File: src/rtl/icache_pkg.sv
// icache_pkg: shared widths, FSM state type and address-field helpers for the icache controller.
package icache_pkg;
    localparam int ADDR_WIDTH = 32;
    localparam int INDEX_WIDTH = 5;
    localparam int LINE_WIDTH = 64;
    localparam int INSTR_WIDTH = 32;
    localparam int TAG_WIDTH = ADDR_WIDTH - INDEX_WIDTH - 3;
    localparam int LINES = 1 << INDEX_WIDTH;

    typedef enum logic [2:0] {IDLE, READ, MISS_REQ, MISS_WAIT, RESP} state_t;

    function automatic logic [INDEX_WIDTH-1:0] addr_index(input logic [ADDR_WIDTH-1:0] a);
        return a[INDEX_WIDTH+2:3];
    endfunction

    function automatic logic [TAG_WIDTH-1:0] addr_tag(input logic [ADDR_WIDTH-1:0] a);
        return a[ADDR_WIDTH-1:INDEX_WIDTH+3];
    endfunction

    function automatic logic [INSTR_WIDTH-1:0] pick_half(input logic [LINE_WIDTH-1:0] line, input logic hi);
        return hi ? line[LINE_WIDTH-1:INSTR_WIDTH] : line[INSTR_WIDTH-1:0];
    endfunction
endpackage

File: src/rtl/icache_tag_array.sv
// icache_tag_array: per-line tag and valid flops with combinational lookup, single write and flush.
module icache_tag_array
    import icache_pkg::*;
(
    input  logic                   clk,
    input  logic                   rst_n,
    input  logic [INDEX_WIDTH-1:0] lookup_index,
    input  logic [TAG_WIDTH-1:0]   lookup_tag,
    output logic                   hit,
    input  logic                   write,
    input  logic [INDEX_WIDTH-1:0] write_index,
    input  logic [TAG_WIDTH-1:0]   write_tag,
    input  logic                   invalidate
);
    logic [TAG_WIDTH-1:0] tags [LINES];
    logic [LINES-1:0] valid;

    assign hit = valid[lookup_index] && tags[lookup_index] == lookup_tag;

    always_ff @(posedge clk or negedge rst_n)
        if (!rst_n) valid <= '0;
        else if (invalidate) valid <= '0;
        else if (write) valid[write_index] <= 1'b1;

    always_ff @(posedge clk)
        if (write) tags[write_index] <= write_tag;
endmodule

File: src/rtl/icache_ctrl.sv
// icache_ctrl: direct-mapped instruction-cache controller in front of a 1W1R line RAM.
// Defining ICACHE_PERF_EN adds perf_hits/perf_misses counter ports.
module icache_ctrl
    import icache_pkg::*;
(
    input  logic                   clk,
    input  logic                   rst_n,
    input  logic                   fetch_req_valid,
    output logic                   fetch_req_ready,
    input  logic [ADDR_WIDTH-1:0]  fetch_addr,
    output logic                   fetch_rsp_valid,
    output logic [INSTR_WIDTH-1:0] fetch_rsp_data,
    input  logic                   flush,
    output logic                   mem_req_valid,
    input  logic                   mem_req_ready,
    output logic [ADDR_WIDTH-1:0]  mem_req_addr,
    input  logic                   mem_rsp_valid,
    input  logic [LINE_WIDTH-1:0]  mem_rsp_data,
    output logic                   ram_csb0,
    output logic [INDEX_WIDTH-1:0] ram_addr0,
    output logic [LINE_WIDTH-1:0]  ram_din0,
    output logic                   ram_csb1,
    output logic [INDEX_WIDTH-1:0] ram_addr1,
    input  logic [LINE_WIDTH-1:0]  ram_dout1
`ifdef ICACHE_PERF_EN
    ,
    output logic [31:0]            perf_hits,
    output logic [31:0]            perf_misses
`endif
);
    state_t state;
    logic rst_done, flush_pending, hit, accept, fill;
    logic [ADDR_WIDTH-1:0] addr_q;
    logic [INSTR_WIDTH-1:0] rsp_buf;
    logic unused_bits;

    assign unused_bits = ^{fetch_addr[1:0], addr_q[1:0]};
    assign fetch_req_ready = rst_done && !flush && state == IDLE;
    assign accept = fetch_req_valid && fetch_req_ready;
    assign fill = state == MISS_WAIT && mem_rsp_valid;
    assign ram_csb1 = !(accept && hit);
    assign ram_addr1 = accept ? addr_index(fetch_addr) : '0;
    assign ram_csb0 = !fill;
    assign ram_addr0 = fill ? addr_index(addr_q) : '0;
    assign ram_din0 = fill ? mem_rsp_data : '0;
    assign mem_req_valid = state == MISS_REQ;
    assign mem_req_addr = mem_req_valid ? {addr_q[ADDR_WIDTH-1:3], 3'b000} : '0;
    assign fetch_rsp_valid = state == READ || state == RESP;
    assign fetch_rsp_data = state == READ ? pick_half(ram_dout1, addr_q[2]) :
                            state == RESP ? rsp_buf : '0;

    // A flush seen while a fill is in flight must keep that fill from validating the line.
    icache_tag_array tag_array (
        .clk(clk),
        .rst_n(rst_n),
        .lookup_index(addr_index(fetch_addr)),
        .lookup_tag(addr_tag(fetch_addr)),
        .hit(hit),
        .write(fill && !flush_pending && !flush),
        .write_index(addr_index(addr_q)),
        .write_tag(addr_tag(addr_q)),
        .invalidate(flush)
    );

    always_ff @(posedge clk or negedge rst_n) begin
        if (!rst_n) begin
            state <= IDLE;
            rst_done <= 1'b0;
            flush_pending <= 1'b0;
            addr_q <= '0;
            rsp_buf <= '0;
        end else begin
            rst_done <= 1'b1;
            flush_pending <= state != IDLE && (flush_pending || flush);
            case (state)
                IDLE: if (accept) begin
                    addr_q <= fetch_addr;
                    state <= hit ? READ : MISS_REQ;
                end
                READ: state <= IDLE;
                MISS_REQ: if (mem_req_ready) state <= MISS_WAIT;
                MISS_WAIT: if (mem_rsp_valid) begin
                    rsp_buf <= pick_half(mem_rsp_data, addr_q[2]);
                    state <= RESP;
                end
                RESP: state <= IDLE;
                default: state <= IDLE;
            endcase
        end
    end

`ifdef ICACHE_PERF_EN
    always_ff @(posedge clk or negedge rst_n) begin
        if (!rst_n) begin
            perf_hits <= '0;
            perf_misses <= '0;
        end else begin
            if (accept && hit) perf_hits <= perf_hits + 32'd1;
            if (accept && !hit) perf_misses <= perf_misses + 32'd1;
        end
    end
`endif
endmodule

File: config.mk
export PLATFORM = sky130hd
export DESIGN_NAME = icache_ctrl
export DESIGN_NICKNAME = d
export VERILOG_FILES = /design/src/rtl/icache_pkg.sv /design/src/rtl/icache_tag_array.sv /design/src/rtl/icache_ctrl.sv
export SDC_FILE = /design/constraint.sdc
export NUM_CORES = 1
export LEC_CHECK = 0
export CELL_PAD_IN_SITES_DETAIL_PLACEMENT = 1
export CELL_PAD_IN_SITES_GLOBAL_PLACEMENT = 1
export CORE_ASPECT_RATIO = 1.75
export CORE_MARGIN = 1
export CORE_UTILIZATION = 44
export CTS_CLUSTER_SIZE = 30
export DETAILED_ROUTE_END_ITERATION = 8
export PLACE_DENSITY_LB_ADDON = 0.1
export SYNTH_ARGS = -nofsm -noshare
export SYNTH_HDL_FRONTEND = slang
export SYNTH_SLANG_ARGS = --single-unit
File: constraint.sdc
create_clock -name clk -period 5.5 [get_ports clk]
set_input_delay 1.1 -clock clk [delete_from_list [all_inputs] [get_ports clk]]
set_output_delay 1.1 -clock clk [all_outputs]
set_load 0.02 [all_outputs]
# Yosys cells after proc, flatten, opt, wreduce, memory -nomap -nowiden
# Memories as Yosys holds them, arrays and structs flattened.
# Index checks and enable logic that the tools add are counted.
[word_totals]
ff_bits = 101
latchBits = 0
ramBits = 768
romBits = 0
out_inout_bits = 143
word_cells = 62
mem_count = 1
[classes]
n_addsub = 0
mul = 0
div_mod_pow = 0
order_cmp = 3
n_eq_ne = 8
shift = 0
n_mux = 21
bitwise_logic = 1
n_reduce_logical = 22
[mem_list]
columns = ["name", "depth", "word_bits", "read_ports", "rd_ports_with_merged_regs", "write_ports", "line_no", "source"]
rows = [
  ["tag_array.tags", 32, 24, 1, 0, 1, "icache_tag_array.sv:15", "logic [TAG_WIDTH-1:0] tags [LINES];"],
]
[op_table]
columns = ["operator", "count"]
rows = [
  ["$mux 32", 7],
  ["$mux 64", 1],
  ["$or 32x32->32", 1],
  ["$eq 24x24->1", 1],
  ["$lt 5x6->1 const B", 2],
  ["$logic_and 1x1->1", 10],
  ["$mux 5", 2],
  ["$mux 3", 3],
  ["$pmux 3 s3", 1],
  ["$eq 3x2->1 const B", 2],
  ["$bmux 1 s5", 1],
  ["$demux 1 s5", 1],
  ["$ge 5x1->1 const B", 1],
  ["$logic_not 1->1", 4],
  ["$mux 1", 4],
  ["$ne 2x2->1 const B", 2],
  ["$reduce_and 2->1", 2],
  ["$eq 3x1->1 const B", 1],
  ["$eq 3x3->1 const B", 1],
  ["$logic_not 3->1", 1],
  ["$reduce_and 3->1", 1],
  ["$reduce_bool 3->1", 1],
  ["$logic_or 1x1->1", 2],
  ["$mux 2", 1],
  ["other kinds (2)", 2],
]

# Depth between registers and ports, before layout
[depth]
depth_word = 7
mapped_depth = 14

# Hierarchy
# A second synthesis with hierarchy kept.
[hier_totals]
hier_cells = 1877
area_unflattened_um2 = 35237.5
[modules_own_cells]
columns = ["mod", "n_inst", "cells_each", "area_per_inst_um2", "seq_area_each_um2"]
rows = [
  ["icache_tag_array", 1, 1425, 31047.3, 23862.9],
  ["icache_ctrl", 1, 452, 4190.3, 1676.6],
]

# Least setup slack after synthesis
# No wires, ideal clock.
[synth_path]
path_type = "input-to-output"
start = "input fetch_addr[3]"
end = "output ram_csb1"
arrival_time_ps = 3776
t_required_ps = 4400
slack_ps = 624
path_stages = 11
path_cell_list = "buf_6 > buf_12 > buf_6 > buf_6 > mux4_2 > a221oi_2 > nand3_1 > xor2_1 > or4_1 > a2111oi_0 > nand4_1"
[synth_between]
elab_chain_len = 5
word_cells_on_any_way = 7
classes_between = "eq/ne (1); mux (2); reduce/logical (3); memory (1)"
[synth_lines]
columns = ["item", "line_no", "source"]
rows = [
  ["start, declared", "icache_ctrl.sv:10", "input logic [ADDR_WIDTH-1:0] fetch_addr,"],
  ["$mem_v2 32x24 or $bmux 1 s5 (tied branches)", "-", ""],
  ["$eq 24x24->1 or $mux 1 (tied branches)", "icache_tag_array.sv:18", "assign hit = valid[lookup_index] && tags[lookup_index] == lookup_tag;"],
  ["$logic_and 1x1->1 *", "icache_tag_array.sv:18", ""],
  ["$logic_and 1x1->1 *", "icache_ctrl.sv:41", "assign ram_csb1 = !(accept && hit);"],
  ["$logic_not 1->1 *", "icache_ctrl.sv:41", ""],
  ["end, declared", "icache_ctrl.sv:22", "output logic ram_csb1,"],
]
# Every way passes the cells marked *; elsewhere a longest branch is shown, timed or not. The select of a mux whose other input is x is not followed.

# Worst setup path in the final report
# Ends and elaborated chain as after synthesis.

==> metrics.md <==
| Metric | Value |
|---|---|
| HP Class | `flip-flop to flip-flop` |
| Synth Instances | `2002` |
| Max FO, Critical Path | `19` |
| Post-synth top cells | `edfxtp_1 (768), mux4_2 (188), nand2_1 (137)` |
| WL final | `111.3 mm` |
| Clk root buf | `clkbuf_16` |
| Area Growth Syn to Fin | `24.06%` |
| Tmin final | `5398 ps` |
| Comb pwr share | `14.2%` |
| Clk network pwr share | `32.9%` |
| Share of cells above drive strength 1 | `23.25%` |
| RSZ-0062 raised after global routing | `false` |
| Final period utilization | `98.14%` |
| Sw Ratio | `27.08%` |
| Cell taking the most area after synthesis | `edfxtp_1` |
| Standard-cell rows | `137` |
| Die Wd | `216.8 µm` |
| Setup slack, reg-to-reg | `2030 ps` |
| Static Leak | `15.06 nW` |
| Number of global-route vias before repair | `22160` |
| Final setup vio count | `0` |
| Req. time, crit path | `4400 ps` |
| Final Slew Violations | `0` |
| Worst-Margin Slew | `1107 ps` |
| Largest net degree at the start of global routing | `135` |
| Yosys warnings | `0` |
| Fin Clk Skew | `23.40 ps` |
| MaxCap Viol Count | `0` |
| Share of the yosys chip area belonging to registers | `71.86%` |
| Worst setup EP type | `output port` |
| Number of clock sinks | `867` |
| Grt total ovfl | `0` |
| Synth area leaders | `edfxtp_1 (65%), mux4_2 (12%), dfrtp_1 (7.0%), mux2i_1 (3.4%), and2_1 (1.8%)` |
| Pint | `12.38 mW` |
| Share of synthesized registers carrying an async set or reset | `11.42%` |
| Final GP Congestion | `0.8309` |
| Synth Area per Inst | `17.75 µm²` |
| Initial antenna violation count | `0` |
| IO Pins | `309` |
| P_sw | `4.600 mW` |
| Hold path cells | `2` |
| Total track usage | `27.27%` |
| # diodes | `0` |
| Critical path launch point type | `input pin` |
| Port bufs | `303` |
| DR WL/cell | `30.99 µm` |
| Slew HR | `26.18%` |
| Nets@finish | `2652` |
| First-pass GRT wire length | `156.9 mm` |
| Outcome | `finished, final reports clean` |
| Design Area, Final | `0.04410 mm²` |
| Seq cells post-synth | `867` |
| R2r startpoint | `state[1]$_DFFE_PN0P_` |
| Number of antenna-violating nets in the routed design | `0` |
| Maximum VDD drop | `0.0004266 V` |
| TritonCTS Buffers | `77` |
| Area of the multi-input gates | `0.009485 mm²` |
| Core area | `0.07988 mm²` |
| DRC | `0` |
| Count leader, synth | `edfxtp_1` |
| Clock latency on the worst-skew pair | `670 ps` |
| CTS tree | `yes` |
| Max Buffers Root-to-Sink | `3` |
| Tot Pwr | `16.98 mW` |
| TritonRoute pass-1 iters | `5` |
| Top cell type's share of synthesized area | `64.89%` |
| Post-route setup TNS | `0 ps` |
| Sequential cell area | `0.02554 mm²` |
| Worst Setup SP | `fetch_addr[3]` |
| Worst r2r path cells | `8` |
| HPWL after DPL | `70.74 mm` |
| Mapped cell area | `0.03554 mm²` |
| Hold-fix buffers, CTS | `0` |
| Synth unique cells | `62` |
| Setup bufs post-CTS | `0` |
| Crit Path Category | `input pin to output port` |
| Vias per cell | `5.882` |
| WHS Endpoint | `flush_pending$_DFF_PN0_` |
| H-tree Lvls | `3` |
| Initial core utilization | `44.50%` |
| Die height | `378.0 µm` |
| FF-to-FF End | `tag_array.tags[4][10]$_DFFE_PP_` |
| DR iter-0 viols | `1612` |
| Pwr dens | `385.2 mW/mm²` |
| Vias | `21130` |
| Reg clk slew, reported paths | `70 ps` |
| Final Hold Violating Endpoints | `0` |
| CP arrival | `4300 ps` |
| Fill cell count | `7329` |
| Number of synthesized flops with an enable pin | `768` |
| Post-DP Area | `0.04153 mm²` |
| Hold path start | `flush_pending$_DFF_PN0_` |
| Fmax | `185.3 MHz` |
| Ys flop type | `edfxtp_1` |
| Sequential power share | `52.9%` |
| Die area | `0.08196 mm²` |
-- cell usage in the layout (no fill, tap or decap), types with 18 or more instances in the layout --
cell type and n:
a22oi_1 18, a21oi_1 40, o22ai_1 60, edfxtp_1 768, nor2_1 53, clkbuf_16 80, dfrtp_1 98, nor2_4 32
o21ai_0 41, buf_4 198, buf_12 27, and2_1 104, nand2_1 136, mux2i_1 120, mux4_2 188, inv_1 42
clkdlybuf4s50_1 296
-- layer usage --
layer	GRT usage, %	vias to the layer above	share of wire, %
met4	10.34	0	3.5
met3	3.679	191	5.9
met2	49.14	887	52
li1	-	8859	-
met1	33.09	11190	38
met5	0	-	0
-- repair_timing --
action / in CTS / in global routing
endpoints found under the setup margin: 1 / 1
pin swaps: 1 / 1
resized for setup: 8 / 4
-- registers in the layout, indices dropped and copies added, names as in the netlist --
register	cells
rst_done	1
flush_pending	1
rsp_buf	32
tag_array.tags	768
addr_q	30
state	3
tag_array.valid	32
-- power groups by stage --
stage | Sequential [mW] | Combinational, mW | Clock [mW]
after floorplan | 8.80 | 1.30 | 0
after global placement | 9.06 | 2.39 | 0
after detailed placement | 9.16 | 2.45 | 0
after CTS | 9.01 | 2.45 | 5.66
after global routing | 9.09 | 2.58 | 5.85
final | 8.99 | 2.42 | 5.58
-- layout make-up --
type,count,share of cell area (%)
Sequential cell,867,57.93
Clock buffer,99,4.792
Timing Repair Buffer,526,11.44
Clock inverter,44,0.9988
Inverter,44,0.3745
Multi-Input combinational cell,970,21.51
Tap cell,1042,2.957
-- worst max path at each step --
| stage | endpoint | slack (ps) | cells after the start |
|---|---|---|---|
| after floorplan | ram_csb1 | 620 | 11 |
| after global routing | ram_csb1 | 30 | 13 |
| after CTS | ram_csb1 | 70 | 10 |
| after global placement | ram_csb1 | -340 | 10 |
| after detailed placement | ram_csb1 | -310 | 10 |
| final | ram_csb1 | 100 | 11 |
-- metrics by stage --
stage	worst slack (ps)	hold slack, ps	instances	util [%]
after floorplan	624.3	461.3	2004	-
after global placement	-340.2	483.6	3449	51.99
after detailed placement	-314.4	508.9	3449	51.99
after CTS	71.23	524.7	3592	55.19
after global routing	25.59	547.5	3592	55.20
final	102.1	518.3	3592	55.20
-- cells by family after synthesis --
logic type      synth area share [%]
flops                          71.86
simple gates                   6.027
mux                            15.51
compound gates                 3.890
buf+inv                        2.249
xor+xnor                      0.4436
other cells                  0.02113
-- critical path: stages --
cell       delay (ps)
buf_8             200
buf_12            200
buf_12            190
mux4_2            540
a22oi_1           280
a21oi_1           130
or4b_1            500
and2_1            170
a2111oi_1         360
nand4_1           320
buf_4             270
Power figures use the tool's default switching activity.
